===== src/rtl/counter_pkg.sv =====
// Package: counter_pkg
// Shared definitions for the counter_checker slice: FSM state encoding and
// the default stream width.
package counter_pkg;

   localparam int unsigned CC_DEFAULT_WIDTH = 4;

   typedef enum logic [1:0] {
      CC_IDLE = 2'd0,
      CC_ACQ  = 2'd1,
      CC_LOCK = 2'd2
   } cc_state_e;

endpackage


===== src/rtl/counter_step_cmp.sv =====
// Module: counter_step_cmp
// Holds the previous sample of one counter stream and reports whether the
// current sample is exactly one step (DIR = +1 or -1) away, modulo 2^WIDTH.
// Ports:
//   clk      in   1      rising-edge clock
//   rst      in   1      synchronous active-high reset (prev value -> 0)
//   load     in   1      capture value as the new previous sample
//   value    in   WIDTH  current observed counter value
//   step_ok  out  1      value == prev + DIR (mod 2^WIDTH)
module counter_step_cmp
   import counter_pkg::*;
#(
   parameter int unsigned WIDTH = CC_DEFAULT_WIDTH,
   parameter int          DIR   = 1
) (
   input  logic             clk,
   input  logic             rst,
   input  logic             load,
   input  logic [WIDTH-1:0] value,
   output logic             step_ok
);

   // DIR = -1 casts to all ones, so the add wraps into a decrement.
   localparam logic [WIDTH-1:0] STEP = WIDTH'(DIR);

   logic [WIDTH-1:0] prev_q;
   logic [WIDTH-1:0] expect_val;

   assign expect_val = prev_q + STEP;
   assign step_ok    = (value == expect_val);

   always_ff @(posedge clk) begin
      if (rst) begin
         prev_q <= '0;
      end else if (load) begin
         prev_q <= value;
      end
   end

endmodule


===== config.mk =====
export PLATFORM = sky130hd
export DESIGN_NAME = counter_step_cmp
export DESIGN_NICKNAME = d
export VERILOG_FILES = /design/src/rtl/counter_pkg.sv /design/src/rtl/counter_step_cmp.sv
export SDC_FILE = /design/constraint.sdc
export NUM_CORES = 1
export LEC_CHECK = 0
export CAP_MARGIN = 25
export CORE_AREA = 2 2 39 41
export DETAILED_ROUTE_END_ITERATION = 6
export DIE_AREA = 0 0 41 43
export HOLD_SLACK_MARGIN = 0.05
export SETUP_SLACK_MARGIN = 0.02
export SLEW_MARGIN = 20
export SYNTH_ARGS = -nofsm -noshare
export SYNTH_HDL_FRONTEND = slang
export SYNTH_SLANG_ARGS = --single-unit
export TNS_END_PERCENT = 20

===== constraint.sdc =====
create_clock -name clk -period 1.6 [get_ports clk]
set_clock_uncertainty 0.2 [all_clocks]
set_input_delay 0.32 -clock clk [delete_from_list [all_inputs] [get_ports clk]]
set_output_delay 0.32 -clock clk [all_outputs]
set_load 0.02 [all_outputs]

==> key figures <==
STA
  – Achievable Freq: 530.3 MHz
  – Final hold vios: 0
  – Fin. max-slew vios: 0
  – Final Cycle Share: 117.9%
  – Hold slack: 0.3563 ns
  – Measured slew at the worst slew-check pin: 0.2494 ns
  – Rel. slew slack: 83.25%
  – Setup Viol. Count Final: 1
  – Final min period: 1.886 ns
  – RSZ-0062 raised after global routing: true
  – Setup ws final: -0.2857 ns

Floorplanning
  – Die ar.: 1763 um2
  – Die Wd: 41 um
  – Row count: 14
  – Starting Density: 15.55%
  – Die height: 43 um
  – Ports: 8
  – Core box area: 1384 um2

Job
  – MaxCap Viol Count: 0

Route
  – Routed WL per cell: 8.275 um
  – DRT Wirelength: 422 um
  – Via count: 186
  – Initial DRC Count: 3
  – Initial DRT Pass Iterations: 2
  – DRT antenna net count: 0
  – DRC viols: 0
  – Post-DR vias/cell: 3.647

Finish
  – Post-layout nets: 45
  – Register bank with the most flops: prev_q
  – ANT cells: 0
  – Largest register FFs: 4
  – Fillcell total: 154
  – Area Growth Syn to Fin: 98.26%
  – Largest regs: prev_q: 4 flops
  – Share of post-route cells with drive strength above 1: 51.43%

Setup path
  – Source of the critical timing path: prev_q[1]
  – Worst r2r src: prev_q[0]
  – RR Endpoint: prev_q[0]
  – Critical Path RT: 1.08 ns
  – Worst Setup EP: step_ok
  – Worst-path cell chain: ha_4, xor2_2, nor4_4, buf_4
  – Slowest CP cell: dfxtp_2
  – Crit. End Element: output pin
  – Crit-path max FO: 2
  – Critical Path Max Stage Delay: 0.33 ns
  – Worst EP arrival: 1.37 ns
  – Setup crit start kind: register
  – FF-to-FF path depth: 3
  – Setup Crit Path Kind: reg -> out
  – Reg2reg setup slack: 0.59 ns

Pwr
  – Comb pwr share: 26.2%
  – Clock network fraction of total power: 38.2%
  – Sw Share: 24.66%
  – Leakage: 0.1806 nW
  – PD cells: 739.6 nW/um2
  – Sw power: 77.81 uW
  – Seq pwr share: 35.7%
  – Int Pwr: 237.8 uW
  – Max VDD drop: 300.7 uV

Placement
  – Port Buffers: 7
  – Place WS: -0.9462 ns
  – Detailed placement HPWL: 383 um
  – Placer Congestion: 0.6151

Clock tree
  – CTS tree: done
  – H-tree Lvls: 1
  – Clk sinks: 4
  – CTS Buf Count: 3
  – Clock Latency Late Sink: 0.23 ns
  – Clock tree buffer depth: 2
  – Clock slew at reported path FFs: 0.04 ns
  – Setup bufs post-CTS: 0
  – Root buffer cell: clkbuf_4

Global route
  – Largest net degree at the start of global routing: 5
  – Vias in the first global route: 202
  – GRT Total Usage: 6.344%
  – First-pass GRT wire length: 703 um
  – Antenna violations before repair: 0
  – GR Overflow Total: 0

Yosys
  – Yosys top cell by area: dfxtp_1
  – Cells after Synth: 22
  – Mean post-synth cell area: 9.782 um2
  – FF+latch count, synth: 4
  – Yosys cell types: 9
  – Post-synthesis sequential area ratio: 37.21%
  – Share of the synthesized area in the top cell type: 37.21%
  – Synth Cell Area: 215.2 um2
  – Post-synth net total: 30
  – Yosys warns: 0
  – Synth area leaders: dfxtp_1 37%, mux2i_1 19%, xnor2_1 16%, xor2_1 8.1%, nor2_1 7.0%

Status
  – Outcome: complete, but fails checks
  – Failing checks: negative setup slack

Min path
  – Worst Hold Depth: 3
  – Critical hold path startpoint: value[3]
  – Hold Path Class: in -> reg
==> critical path, delay by kind of cell (launching register included) <==
| family | cells | cell delay, ns |
|---|---|---|
| buf+inv | 1 | 0.17 |
| simple gates | 1 | 0.24 |
| flops | 1 | 0.33 |
| xor+xnor | 1 | 0.15 |
| fa+ha+maj | 1 | 0.24 |
==> cells by family (layout without fill, tap and decap cells) <==
family | count (synthesis) | after routing | share of synthesized area (%)
adder cells (fa/ha/maj) | 1 | 1 | 5.813
buffers and inverters | 1 | 14 | 1.743
XOR/XNOR | 6 | 6 | 24.42
flip-flops | 4 | 4 | 37.21
AND/OR/NAND/NOR | 6 | 6 | 12.21
multiplexers | 4 | 4 | 18.61
==> routing by layer <==
layer,global-route usage [%],routed length [um]
met5,0,0
met1,7.143,168
met3,3.141,24
met2,8.125,229
met4,6.000,0
==> cells in the final DEF (no fill, tap or decap) <==
cell,instances
mux2i_1,4
nor2_1,4
buf_4,4
xnor2_2,3
clkbuf_4,3
clkdlybuf4s50_1,3
dlygate4sd2_1,3
xor2_2,2
dfxtp_1,2
nand3_2,1
xnor2_1,1
nor4_4,1
ha_4,1
buf_6,1
dfxtp_4,1
dfxtp_2,1
==> timing repair <==
action	4_1_cts	5_1_grt
endpoints found under the setup margin	1	1
cloned	0	0
hold buffers	0	0
pin swaps	5	1
gates resized for setup	14	2
==> per-stage QoR <==
| step | util, % | cell area [um2] | setup TNS [ns] | total power [mW] | std cells |
|---|---|---|---|---|---|
| 4_1_cts | 30.02 | 415.4 | -0.2927 | 0.3195 | 51 |
| 3_3_place_gp | 26.13 | 361.6 | -0.9433 | 0.1868 | 48 |
| 2_1_floorplan | - | 245.2 | -0.06365 | 0.1538 | 22 |
| 6_report | 30.83 | 426.7 | -0.2857 | 0.3156 | 51 |
| 3_5_place_dp | 26.13 | 361.6 | -0.9462 | 0.1881 | 48 |
| 5_1_grt | 30.83 | 426.7 | -0.3540 | 0.3386 | 51 |
==> synth_stat cells, drive strengths merged <==
| cell type | count |
|---|---|
| nor2 | 4 |
| nor4 | 1 |
| xor2 | 2 |
| nand3 | 1 |
| ha | 1 |
| xnor2 | 4 |
| dfxtp | 4 |
| mux2i | 4 |
| clkbuf | 1 |
==> how the worst min path moves through the flow <==
stage,endpoint,slack (ns)
2_1_floorplan,prev_q[0],0.18
3_3_place_gp,prev_q[3],0.30
3_5_place_dp,prev_q[3],0.31
4_1_cts,prev_q[3],0.31
5_1_grt,prev_q[1],0.39
6_report,prev_q[3],0.36
==> final cells by class <==
cell class,instances,area [um2],area share [%]
flip-flops and latches,4,85.08,19.94
multi-input cells,17,201.4,47.21
well taps,16,20.02,4.692
clock buffers,3,22.52,5.279
repair buffers,11,97.59,22.87
==> power by group through the flow <==
stage                     clock, mW  sequential, mW  combinational, mW
after global placement            0           0.113             0.0733
after CTS                     0.126           0.112             0.0819
after global routing          0.136           0.113             0.0894
after floorplan                   0           0.114             0.0399
after detailed placement          0           0.114             0.0742
final                         0.120           0.113             0.0825
Note: power is estimated with default switching activity, not from simulation.
